==> src/rtl/rst_quiesce_resp.sv <==
// rst_quiesce_resp: per-module reset responder that blocks and drains traffic, acks the RGU and holds local reset.
module rst_quiesce_resp #(
  parameter int OST_W       = 4,
  parameter int TIMEOUT_CNT = 256,
  parameter int HOLD_CNT    = 8
) (
  input  logic             sys_clk_i,
  input  logic             rst_i,
  input  logic             rst_req_i,
  output logic             rst_ack_o,
  input  logic             txn_start_i,
  input  logic             txn_done_i,
  output logic             block_o,
  output logic             mod_rst_n_o,
  output logic [OST_W-1:0] ost_cnt_o,
  output logic             timeout_o,
  output logic [1:0]       state_o
);
  localparam int TW = $clog2(TIMEOUT_CNT + 1);
  localparam int HW = $clog2(HOLD_CNT + 1);
  typedef enum logic [1:0] {IDLE, DRAIN, ACK, RELEASE} state_t;
  state_t state;
  logic [TW-1:0] timer;
  logic [HW-1:0] hold;
  logic [OST_W-1:0] ost_nxt;
  always_comb
    ost_nxt = (txn_start_i && !txn_done_i) ? ((&ost_cnt_o) ? ost_cnt_o : ost_cnt_o + 1'b1) :
              (txn_done_i && !txn_start_i) ? ((ost_cnt_o == '0) ? ost_cnt_o : ost_cnt_o - 1'b1) :
              ost_cnt_o;
  assign state_o = state;
  always_ff @(posedge sys_clk_i) begin
    if (rst_i) begin
      state       <= IDLE;
      rst_ack_o   <= 1'b0;
      block_o     <= 1'b0;
      mod_rst_n_o <= 1'b1;
      ost_cnt_o   <= '0;
      timeout_o   <= 1'b0;
      timer       <= '0;
      hold        <= '0;
    end else begin
      ost_cnt_o <= ost_nxt;
      case (state)
        IDLE:
          if (rst_req_i) begin
            state     <= DRAIN;
            block_o   <= 1'b1;
            timer     <= '0;
            timeout_o <= 1'b0;
          end
        DRAIN: begin
          timer <= timer + 1'b1;
          if (!rst_req_i) begin
            state   <= IDLE;
            block_o <= 1'b0;
          end else if (ost_nxt == '0 || timer == TW'(TIMEOUT_CNT - 1)) begin
            // in-flight transactions die with the module reset, so the count clears on entry
            state       <= ACK;
            rst_ack_o   <= 1'b1;
            mod_rst_n_o <= 1'b0;
            ost_cnt_o   <= '0;
            timeout_o   <= (ost_nxt != '0);
          end
        end
        ACK: begin
          ost_cnt_o <= '0;
          if (!rst_req_i) begin
            state     <= RELEASE;
            rst_ack_o <= 1'b0;
            hold      <= '0;
          end
        end
        RELEASE: begin
          hold <= hold + 1'b1;
          if (hold == HW'(HOLD_CNT - 1)) begin
            state       <= IDLE;
            mod_rst_n_o <= 1'b1;
            block_o     <= 1'b0;
          end
        end
        default: state <= IDLE;
      endcase
    end
  end
endmodule

==> config.mk <==
export PLATFORM = sky130hd
export DESIGN_NAME = rst_quiesce_resp
export DESIGN_NICKNAME = d
export VERILOG_FILES = /design/src/rtl/rst_quiesce_resp.sv
export SDC_FILE = /design/constraint.sdc
export NUM_CORES = 1
export LEC_CHECK = 0
export CAP_MARGIN = 20
export CORE_MARGIN = 2
export CORE_UTILIZATION = 45
export CTS_BUF_LIST = sky130_fd_sc_hd__clkbuf_4
export CTS_CLUSTER_DIAMETER = 60
export CTS_CLUSTER_SIZE = 8
export DETAILED_ROUTE_END_ITERATION = 8
export PLACE_DENSITY = 0.67
export SETUP_SLACK_MARGIN = 0.5
export SLEW_MARGIN = 20
export SYNTH_ARGS = -nofsm -noshare
export SYNTH_HDL_FRONTEND = slang
export SYNTH_SLANG_ARGS = --single-unit
==> constraint.sdc <==
create_clock -name sys_clk_i -period 5.49 [get_ports sys_clk_i]
set_clock_uncertainty 0.05 [all_clocks]
set_input_delay 0.8235 -clock sys_clk_i [delete_from_list [all_inputs] [get_ports sys_clk_i]]
set_output_delay 0.8235 -clock sys_clk_i [all_outputs]
set_load 0.1 [all_outputs]
### After elaboration in Yosys (flattened, before gate mapping)

Index checks and enable logic that the tools add are counted.

| word-level totals | value |
|---|---|
| output and inout port bits | 10 |
| input port bits | 5 |
| bits in writable memories | 0 |
| bits in latches | 0 |
| word-level logic and storage cells | 78 |
| memories kept | 0 |
| register bits | 23 |
| bits in read-only memories | 0 |

| operators by class | value |
|---|---|
| muxes and demuxes | 32 |
| bitwise gates (word level) | 0 |
| add/sub/neg operators | 4 |
| equal/unequal tests | 12 |
| multiply operators | 0 |
| shift operators | 0 |
| order comparisons | 0 |
| divide/modulo/power cells | 0 |
| reductions and logical operators | 22 |

Operator list:

| cell | number |
|---|---|
| 2-to-1 mux 4 bit | 7 |
| AND reduction 4 bit | 6 |
| one-hot mux 9 bit (2 select lines) | 1 |
| one-hot mux 4 bit (2 select lines) | 2 |
| inequality test 2 bit (second input constant) | 6 |
| 2-to-1 mux 1 bit | 11 |
| 2-to-1 mux 2 bit | 5 |
| adder 9 x 1 -> 9 bit (second input constant) | 1 |
| == test 9 x 8 -> 1 bit (second input constant) | 1 |
| 2-to-1 mux 9 bit | 1 |
| adder 4 x 1 -> 4 bit (second input constant) | 2 |
| zero test 4 bit | 2 |
| one-hot mux 2 bit (4 select lines) | 1 |
| nonzero test 2 bit | 4 |
| one-hot mux 1 bit (2 select lines) | 3 |
| == test 2 bit (second input constant) | 2 |
| == test 4 x 3 -> 1 bit (second input constant) | 1 |
| AND reduction 2 bit | 2 |
| nonzero test 4 bit | 1 |
| subtractor 4 x 1 -> 4 bit (second input constant) | 1 |
| inequality test 3 bit (second input constant) | 1 |
| one-hot mux 1 bit (3 select lines) | 1 |
| nonzero test 3 bit | 1 |
| == test 2 x 1 -> 1 bit (second input constant) | 1 |
| 4 further kinds | 6 |

### Depth between registers and ports, before layout

Gate-level depths: netlist of run 1.

| logic depth | value |
|---|---|
| word-level depth | 9 |
| gate-level depth with buffers | 9 |
| depth with buffers taken out | 9 |

### Worst setup path after synthesis of run 1

No wires, ideal clock.

| timing path | value |
|---|---|
| path type | register to register |
| from | reg ost_cnt_o[0] |
| to | reg state[0], in the netlist state_o[0] |
| path buffers | 0 |
| stages on the path, launching flop included | 7 |
| data required time | 5.319 ns |
| path slack | 2.685 ns |
| period minus slack after synthesis | 2.805 ns |
| arrival | 2.634 ns |
| setup time | 0.121 ns |
| cell sequence | dfxtp_1 inv_1 ha_1 or4_1 nand3_2 a31oi_4 mux2_4 |

| on the way | value |
|---|---|
| longest elaborated chain between the ends | 8 |
| elaborated cells on any way between the ends | 12 |
| those cells by class | 2 x add/sub; 1 x eq/ne; 4 x mux; 5 x reduce/logical |

RTL lines:

| what | line | RTL |
|---|---|---|
| start: declaration | 15 | `output logic [OST_W-1:0] ost_cnt_o,` |
| start signal: assignment | 42 | `ost_cnt_o <= ost_nxt;` |
| subtractor 4 x 1 -> 4 bit or zero test 4 bit (tied branches) | 28 | `(txn_done_i && !txn_start_i) ? ((ost_cnt_o == '0) ? ost_cnt_o : ost_cnt_o - 1'b1) :` |
| 2-to-1 mux 4 bit (2 in series) | 28 |  |
| 2-to-1 mux 4 bit (*) | 27 | `ost_nxt = (txn_start_i && !txn_done_i) ? ((&ost_cnt_o) ? ost_cnt_o : ost_cnt_o + 1'b1) :` |
| zero test 4 bit (*) | 56 | `end else if (ost_nxt == '0 \|\| timer == TW'(TIMEOUT_CNT - 1)) begin` |
| logical OR 1 bit (*) | 56 |  |
| inequality test 3 bit (no line) (*) | - |  |
| AND reduction 4 bit (no line) (*) | - |  |
| end signal: assignment | 54 | `state <= IDLE;` |
| end signal: assignment | 58 | `state <= ACK;` |
| end signal: assignment | 68 | `state <= RELEASE;` |
| end: declaration | 22 | `state_t state;` |

Mark *: on every way between the ends. The rest lies on a longest branch, timed or not.
A chain may end at the register's enable or synchronous reset.

### Worst setup path in the final report of run 1

| timing path | value |
|---|---|
| from | reg ost_cnt_o[0] |
| to | out ost_cnt_o[0] |

No word-level cell between the ends.

==> metrics.cfg, run 1 <==
[outcome]
outcome=finished, final reports clean

[clock_tree]
clock-root-buffer=clkbuf_4
clkSlewWorstSetupHoldPaths_ns=0.13
cts_tree=done
cts_made_buffers=3
cts_buffer_depth=2
cts_setup_buffers=0
cts_resized=0
clock_sinks=23
insertion_delay_ns=0.32
hold_buffers=0
h-tree-depth=1

[synthesis]
synth_fa_ha_area_share_pct=8.09
synth-seq-cells=23
synth_top_area_share_pct=29.8
syn_nets=204
synth_simple_gate_area_share_pct=30.7
ys_warn_count=0
syn_area_per_cell_um2=8.18
syn_area_mm2=0.00155
synth_compound_area_share_pct=20.5
ys_types=54
synth_top_family_by_area=simple AND/OR/NAND/NOR gates
synth_top_area_cell=dfxtp_1
synth_cells=189
synth_ff_type=dfxtp_1
synth_xor_area_share_pct=2.83
synth_mux_area_share_pct=3.64
netlist_top_cells_area=dfxtp_1, ha_1, nand2_1, nor2_1, a21oi_1
ys_seq_area_share_pct=29.8
synth-edff-count=0
synthArstFlopShare_pct=0

[critical_path]
cp-end-kind=output port
r2r_cells=6
critPathTopFamily=buffers and inverters
cpMaxStageDelayCell=clkdlybuf4s50_1
cpPeakStageDelay_ns=1.21
critPathRequiredTime_ns=4.62
arrival_ns=2.09
startpoint_type=flip-flop
r2r_slack_ns=3.20
worstSetupEndpoint=ost_cnt_o[0]
crit_fanout=9
startpoint=ost_cnt_o[0]$_SDFF_PP0_
cp.depth=1
crit_type=reg -> out
rr_endpoint=state_o[0]$_SDFFE_PP0P_
cp_num_buf_inv=1
r2r-start=ost_cnt_o[0]$_SDFF_PP0_
path_cells=clkdlybuf4s50_1

[finish]
stdcell_area_mm2=0.00173
final_common_cell=dfxtp_1
final_cell_mix=dfxtp_1, nand2_1, nor2_1
instances_no_fill=245
layout-drive-gt1-share_pct=7.54
nets=215
n_antenna_cell=0
area_growth_pct=12.0

[power_and_ir_drop]
power.total_mw=0.647
vdd_ir_drop_max_mv=0.207
p_per_area_mw_per_mm2=373
p_leak_nw=0.640

[grt]
grt_max_degree=17
overflow=0
antenna_found_initial=0
grtUsageTotal_pct=18.4
grt_pass1_vias=1376
grt_pass1_wl_um=5980

[die]
initial_core_util_pct=46.7
coreArea_mm2=0.00331
die_height_um=62.6
die_w_um=62.6
row_count=21
die_area_mm2=0.00392
ios=15

[job]
drv_cap=0

[placement]
gp_congestion=0.868
pre_cts_ws_ns=2.61
dp_cells=241
placed_cell_area_mm2=0.00170
io_buffers=14
dpl.hpwl_um=2700

[timing]
finalHoldViolations=0
rsz0062_at_grt=false
tightest_slew_ns=0.971
setup_tns_ns=0
setup_ws_ns=2.53
max_freq_mhz=338
maxSlewViolCount=0
maxSlewHeadroom_pct=35.1
timing.final.crit_share_pct=53.9
fin_crit_ns=2.96
setup_viol=0

[detailed_routing]
via_per_inst=5.92
drcViolationCount=0
dr.first_iter.drc_count=85
wl_per_cell_um=14.3
drtPass1Iterations=4
vias=1450
ant_nets=0
drt-total-wl_um=3500

[hold_path]
hp-class=reg -> reg

==> cell type report <==
class                   instances  area, um^2
repair buffers                 14         140
fillers                       326        1580
flip-flops and latches         23         460
well taps                      46        57.6
multi-input cells             150        1020
clock inverters                 1        5.00
clock buffers                   3        22.5
inverters                       8        30.0
==> synthesized netlist by cell type (all sizes together), types with 2 or more instances <==
cell	number
nand3	10
nand3b	4
nand2	21
o21ai	7
or3b	2
and2	2
and3	3
nor2	16
xor2	4
clkbuf	5
nand2b	6
a21oi	11
nand4	5
a22oi	3
inv	8
or3	3
mux2i	3
a211oi	2
a31o	3
o32ai	2
ha	10
and2b	2
dfxtp	23
buf	3
o211ai	2
o41ai	2
or2	2
mux2	2
nor3	6
a31oi	3
==> registers in the layout, summed over array words and instances, names as in the netlist, named ones only <==
signal       count
block_o          1
hold             4
mod_rst_n_o      1
ost_cnt_o        4
rst_ack_o        1
state_o          1
timeout_o        1
timer            9
==> stage by stage <==
step / util, % / hold WS (ns)
2_1_floorplan: - / 0.382
3_3_place_gp: 51.5 / 0.390
3_5_place_dp: 51.5 / 0.423
4_1_cts: 52.3 / 0.441
5_1_grt: 52.3 / 0.457
6_report: 52.3 / 0.438
==> cell families after synthesis <==
group                      Yosys count
AOI/OAI and AO/OA                   43
xor gates and xnor gates             5
and+or+nand+nor                     87
adders and majority gates           10
muxes                                5
DFF                                 23
buffers and inverters               16
==> how the worst min path moves through the flow <==
stage	startpoint	to	cells after the start
detailed placement	timer[8]$_SDFFE_PP0P_	timer[8]$_SDFFE_PP0P_	2
finish	timer[8]$_SDFFE_PP0P_	timer[8]$_SDFFE_PP0P_	2
CTS	timer[8]$_SDFFE_PP0P_	timer[8]$_SDFFE_PP0P_	2
global route	timer[8]$_SDFFE_PP0P_	timer[8]$_SDFFE_PP0P_	2
global placement	timer[8]$_SDFFE_PP0P_	timer[8]$_SDFFE_PP0P_	2
floorplan	timer[8]$_SDFFE_PP0P_	timer[8]$_SDFFE_PP0P_	2
==> where the power goes <==
group	switching (mW)	total (mW)	internal [mW]
combinational	0.236	0.359	0.123
clock	0.0528	0.0800	0.0273
sequential	0.0250	0.208	0.183
==> per-layer routing <==
| metal | GRT usage, % | share of wire, % | vias up |
|---|---|---|---|
| met2 | 34.0 | 49 | 29 |
| met5 | 0 | 0 | - |
| met3 | 2.88 | 2.8 | 9 |
| met4 | 7.22 | 2.0 | 0 |
| met1 | 21.1 | 46 | 700 |
| li1 | - | - | 712 |
(Power assumes the default switching activity.)
==> inputs of run 2 (changes only) <==
==> constraint.sdc (replaced) <==
create_clock -name sys_clk_i -period 3.1 [get_ports sys_clk_i]
set_clock_uncertainty 0.05 [all_clocks]
set_input_delay 0.465 -clock sys_clk_i [delete_from_list [all_inputs] [get_ports sys_clk_i]]
set_output_delay 0.465 -clock sys_clk_i [all_outputs]
set_load 0.1 [all_outputs]
==> metrics.cfg, run 2 (synthesis gave the netlist of run 1 again) <==
[grt]
grt_pass1_wl_um=5970
grtUsageTotal_pct=18.2
grt_pass1_vias=1351
grt_max_degree=15
overflow=0
antenna_found_initial=0

[clock_tree]
cts_buffer_depth=2
clkSlewWorstSetupHoldPaths_ns=0.13
clock_sinks=23
clock-root-buffer=clkbuf_4
hold_buffers=0
cts_resized=0
cts_setup_buffers=0
cts_made_buffers=3
h-tree-depth=1
insertion_delay_ns=0.31
cts_tree=done

[die]
die_w_um=62.6
ios=15
row_count=21
initial_core_util_pct=46.7
die_area_mm2=0.00392
die_height_um=62.6
coreArea_mm2=0.00331

[power_and_ir_drop]
p_per_area_mw_per_mm2=661
vdd_ir_drop_max_mv=0.287
p_leak_nw=0.663
power.total_mw=1.13

[timing]
timing.final.crit_share_pct=70.4
tightest_slew_ns=0.646
maxSlewViolCount=0
setup_viol=0
finalHoldViolations=0
rsz0062_at_grt=false
max_freq_mhz=458
maxSlewHeadroom_pct=56.5
whs_ns=0.412
fin_crit_ns=2.18
setup_tns_ns=0

[finish]
layout-drive-gt1-share_pct=14.5
n_fill_cell=335
instances_no_fill=246
seqCellArea_um2=464
area_growth_pct=11.1
multi_input_area_mm2=0.00102
n_antenna_cell=0
top_regs=timer: 9 flops, hold: 4 flops, ost_cnt_o: 4 flops
regMostFlops=timer
utilization_pct=51.9
final_cell_mix=nand2_1, dfxtp_1, nor2_1
nets=216
final_common_cell=nand2_1
largest_reg_flops=9

[detailed_routing]
drtPass1Iterations=4
dr.first_iter.drc_count=76
vias=1404
drcViolationCount=0
ant_nets=0
wl_per_cell_um=13.9
via_per_inst=5.71
drt-total-wl_um=3410

[critical_path]
cp-end-kind=flip-flop
rr_endpoint=state_o[0]$_SDFFE_PP0P_
crit_fanout=7
path_cells=clkdlybuf4s50_1, and2b_1, a211oi_1, or3_4, a31oi_4, mux2_4
critPathRequiredTime_ns=3.26
r2r_cells=6
startpoint=txn_start_i
cpPeakStageDelay_ns=0.48
crit_type=in -> reg
r2r-start=ost_cnt_o[0]$_SDFF_PP0_
arrival_ns=2.35
startpoint_type=input pin
cpMaxStageDelayCell=clkdlybuf4s50_1
worstSetupEndpoint=state_o[0]$_SDFFE_PP0P_
r2r_slack_ns=0.97

[placement]
dp_cells=242
dpl.hpwl_um=2660
gp_congestion=0.835
io_buffers=14

[job]
drv_cap=0

[outcome]
outcome=finished, final reports clean

[hold_path]
min_from=timer[8]$_SDFFE_PP0P_
hp-class=reg -> reg

run 2: cell types whose count changed in the layout (fill, tap and decap cells not counted), sizes merged:
cell / previous run / this run
buf: 0 / 11
clkdlybuf4s50: 14 / 4
run 2: final cells by class:
class	instances	share of cell area (%)
multi-input combinational	150	59.1
sequential	23	27.0
tap	46	3.35
clock inverter	1	0.291
clock buffer	3	1.31
timing repair buffer	15	7.14
inverter	8	1.75
run 2: worst max-delay path: cells and delay by family:
kind                   cells  cell delay (ns)
AO/OA/AOI/OAI              2             0.32
buffers and inverters      1             0.48
multiplexers               1             0.31
AND/OR/NAND/NOR            2             0.76
run 2: worst min-delay path by stage:
stage	cells after the start	to
floorplan	2	timer[8]$_SDFFE_PP0P_
global placement	2	timer[8]$_SDFFE_PP0P_
detailed placement	2	timer[8]$_SDFFE_PP0P_
CTS	2	timer[8]$_SDFFE_PP0P_
global route	2	timer[8]$_SDFFE_PP0P_
finish	2	timer[8]$_SDFFE_PP0P_
run 2: metrics by stage:
stage / setup slack [ns] / cell area (um^2)
finish: 0.916 / 1720
global route: 0.771 / 1720
detailed placement: 0.569 / 1690
floorplan: 0.584 / 1550
CTS: 0.910 / 1720
global placement: 0.650 / 1690
run 2: per-layer routing:
layer	global-route usage, %	part of all wire (%)
met5	0	0
met1	21.7	43
met4	4.17	0.97
met3	2.70	3.5
met2	34.3	52
run 2: power by group:
group	switching [mW]	internal (mW)
combinational	0.417	0.210
sequential	0.0433	0.327
clock	0.0898	0.0481
==> inputs of run 3 (changes only) <==
==> constraint.sdc (replaced) <==
create_clock -name sys_clk_i -period 2.1 [get_ports sys_clk_i]
set_clock_uncertainty 0.05 [all_clocks]
set_input_delay 0.315 -clock sys_clk_i [delete_from_list [all_inputs] [get_ports sys_clk_i]]
set_output_delay 0.315 -clock sys_clk_i [all_outputs]
set_load 0.1 [all_outputs]
==> metrics.cfg, run 3 (synthesis gave the netlist of run 1 again) <==
[critical_path]
critPathRequiredTime_ns=2.29
crit_fanout=3
cp-end-kind=flip-flop
crit_type=reg -> reg
arrival_ns=2.22
startpoint_type=flip-flop

[clock_tree]
h-tree-depth=1
insertion_delay_ns=0.31
clkSlewWorstSetupHoldPaths_ns=0.14
clock-root-buffer=clkbuf_4
cts_buffer_depth=2
cts_tree=done
cts_made_buffers=3
clock_sinks=23

[grt]
overflow=0
grt_pass1_vias=1534
grt_max_degree=15
grt_pass1_wl_um=6810
grtUsageTotal_pct=20.9
antenna_found_initial=0

[finish]
top_regs=timer: 9 flops, hold: 4 flops, ost_cnt_o: 4 flops
n_fill_cell=285
utilization_pct=64.2
n_antenna_cell=0
regMostFlops=timer
final_cell_mix=buf_4, nand2_1, nor2_1
layout-drive-gt1-share_pct=38.9
final_common_cell=buf_4
nets=245
instances_no_fill=275
largest_reg_flops=9
area_growth_pct=37.4

[power_and_ir_drop]
p_leak_nw=0.836
p_per_area_mw_per_mm2=1000
power.total_mw=2.13
vdd_ir_drop_max_mv=0.713

[timing]
setup_ws_ns=0.0647
setup_viol=0
finalHoldViolations=0
fin_crit_ns=2.04
tightest_slew_ns=0.455
maxSlewViolCount=0
timing.final.crit_share_pct=96.9
maxSlewHeadroom_pct=69.5
max_freq_mhz=491
setup_tns_ns=0
rsz0062_at_grt=true

[placement]
io_buffers=14
dpl.hpwl_um=2680
pre_cts_ws_ns=-0.240
dp_cells=248
gp_congestion=0.911

[detailed_routing]
vias=1555
drtPass1Iterations=4
wl_per_cell_um=14.7
via_per_inst=5.65
drcViolationCount=0
ant_nets=0
drt-total-wl_um=4040
dr.first_iter.drc_count=111

[job]
drv_cap=0

[die]
die_w_um=62.6
ios=15
die_height_um=62.6
coreArea_mm2=0.00331
die_area_mm2=0.00392
row_count=21
initial_core_util_pct=46.7

[hold_path]
hp-class=reg -> reg

[outcome]
outcome=finished, final reports clean

-- run 3: path summary, 6_finish.rpt --
kind / start / endpoint / slack, ns / cells after the start
setup / recovery: ost_cnt_o[1]$_SDFF_PP0_ / rst_ack_o$_SDFFE_PP0P_ / 0.06 / 8
hold / removal: timer[8]$_SDFFE_PP0P_ / timer[8]$_SDFFE_PP0P_ / 0.42 / 2
setup reg to reg: ost_cnt_o[1]$_SDFF_PP0_ / rst_ack_o$_SDFFE_PP0P_ / 0.06 / 8
hold reg to reg: timer[8]$_SDFFE_PP0P_ / timer[8]$_SDFFE_PP0P_ / 0.42 / 2
-- run 3: repair_timing --
action	CTS	global route
pin swaps	10	8
hold endpoints to repair	0	0
setup endpoints to repair	15	18
gates resized for setup	14	12
setup buffers	18	5
hold buffers	0	0
-- run 3: stage by stage --
stage	cell area [um^2]	hold WS (ns)
2_1_floorplan	1660	0.382
3_3_place_gp	1840	0.391
3_5_place_dp	1840	0.399
4_1_cts	2050	0.418
5_1_grt	2120	0.438
6_report	2120	0.419
-- run 3: routing by layer --
metal	share of wire, %	vias to the layer above	global-route usage (%)
met5	0	-	0
met3	3.8	8	3.06
li1	-	771	-
met2	51	41	37.9
met1	44	735	25.4
met4	1.4	0	6.11
-- run 3: critical path, cell delays in order, from the launching register on --
cell     delay (ns)
dfxtp_4        0.39
inv_4          0.06
ha_4           0.12
or3b_4         0.38
a221o_1        0.36
nand3_4        0.13
a31oi_4        0.10
buf_6          0.12
o41ai_2        0.24
-- run 3: cell type report --
| type | instances | area (um^2) | area share, % |
|---|---|---|---|
| timing repair buffer | 44 | 362 | 17.0 |
| multi-input combinational | 150 | 1150 | 53.9 |
| clock inverter | 1 | 7.51 | 0.353 |
| tap | 46 | 57.6 | 2.71 |
| inverter | 8 | 42.5 | 2.00 |
| clock buffer | 3 | 22.5 | 1.06 |
| sequential | 23 | 487 | 22.9 |
-- run 3: report_power, final --
group / switching (mW) / internal [mW] / total, mW / leakage (nW)
sequential: 0.0665 / 0.491 / 0.557 / 0.192
clock: 0.149 / 0.0726 / 0.221 / 0.0139
combinational: 0.746 / 0.602 / 1.35 / 0.629
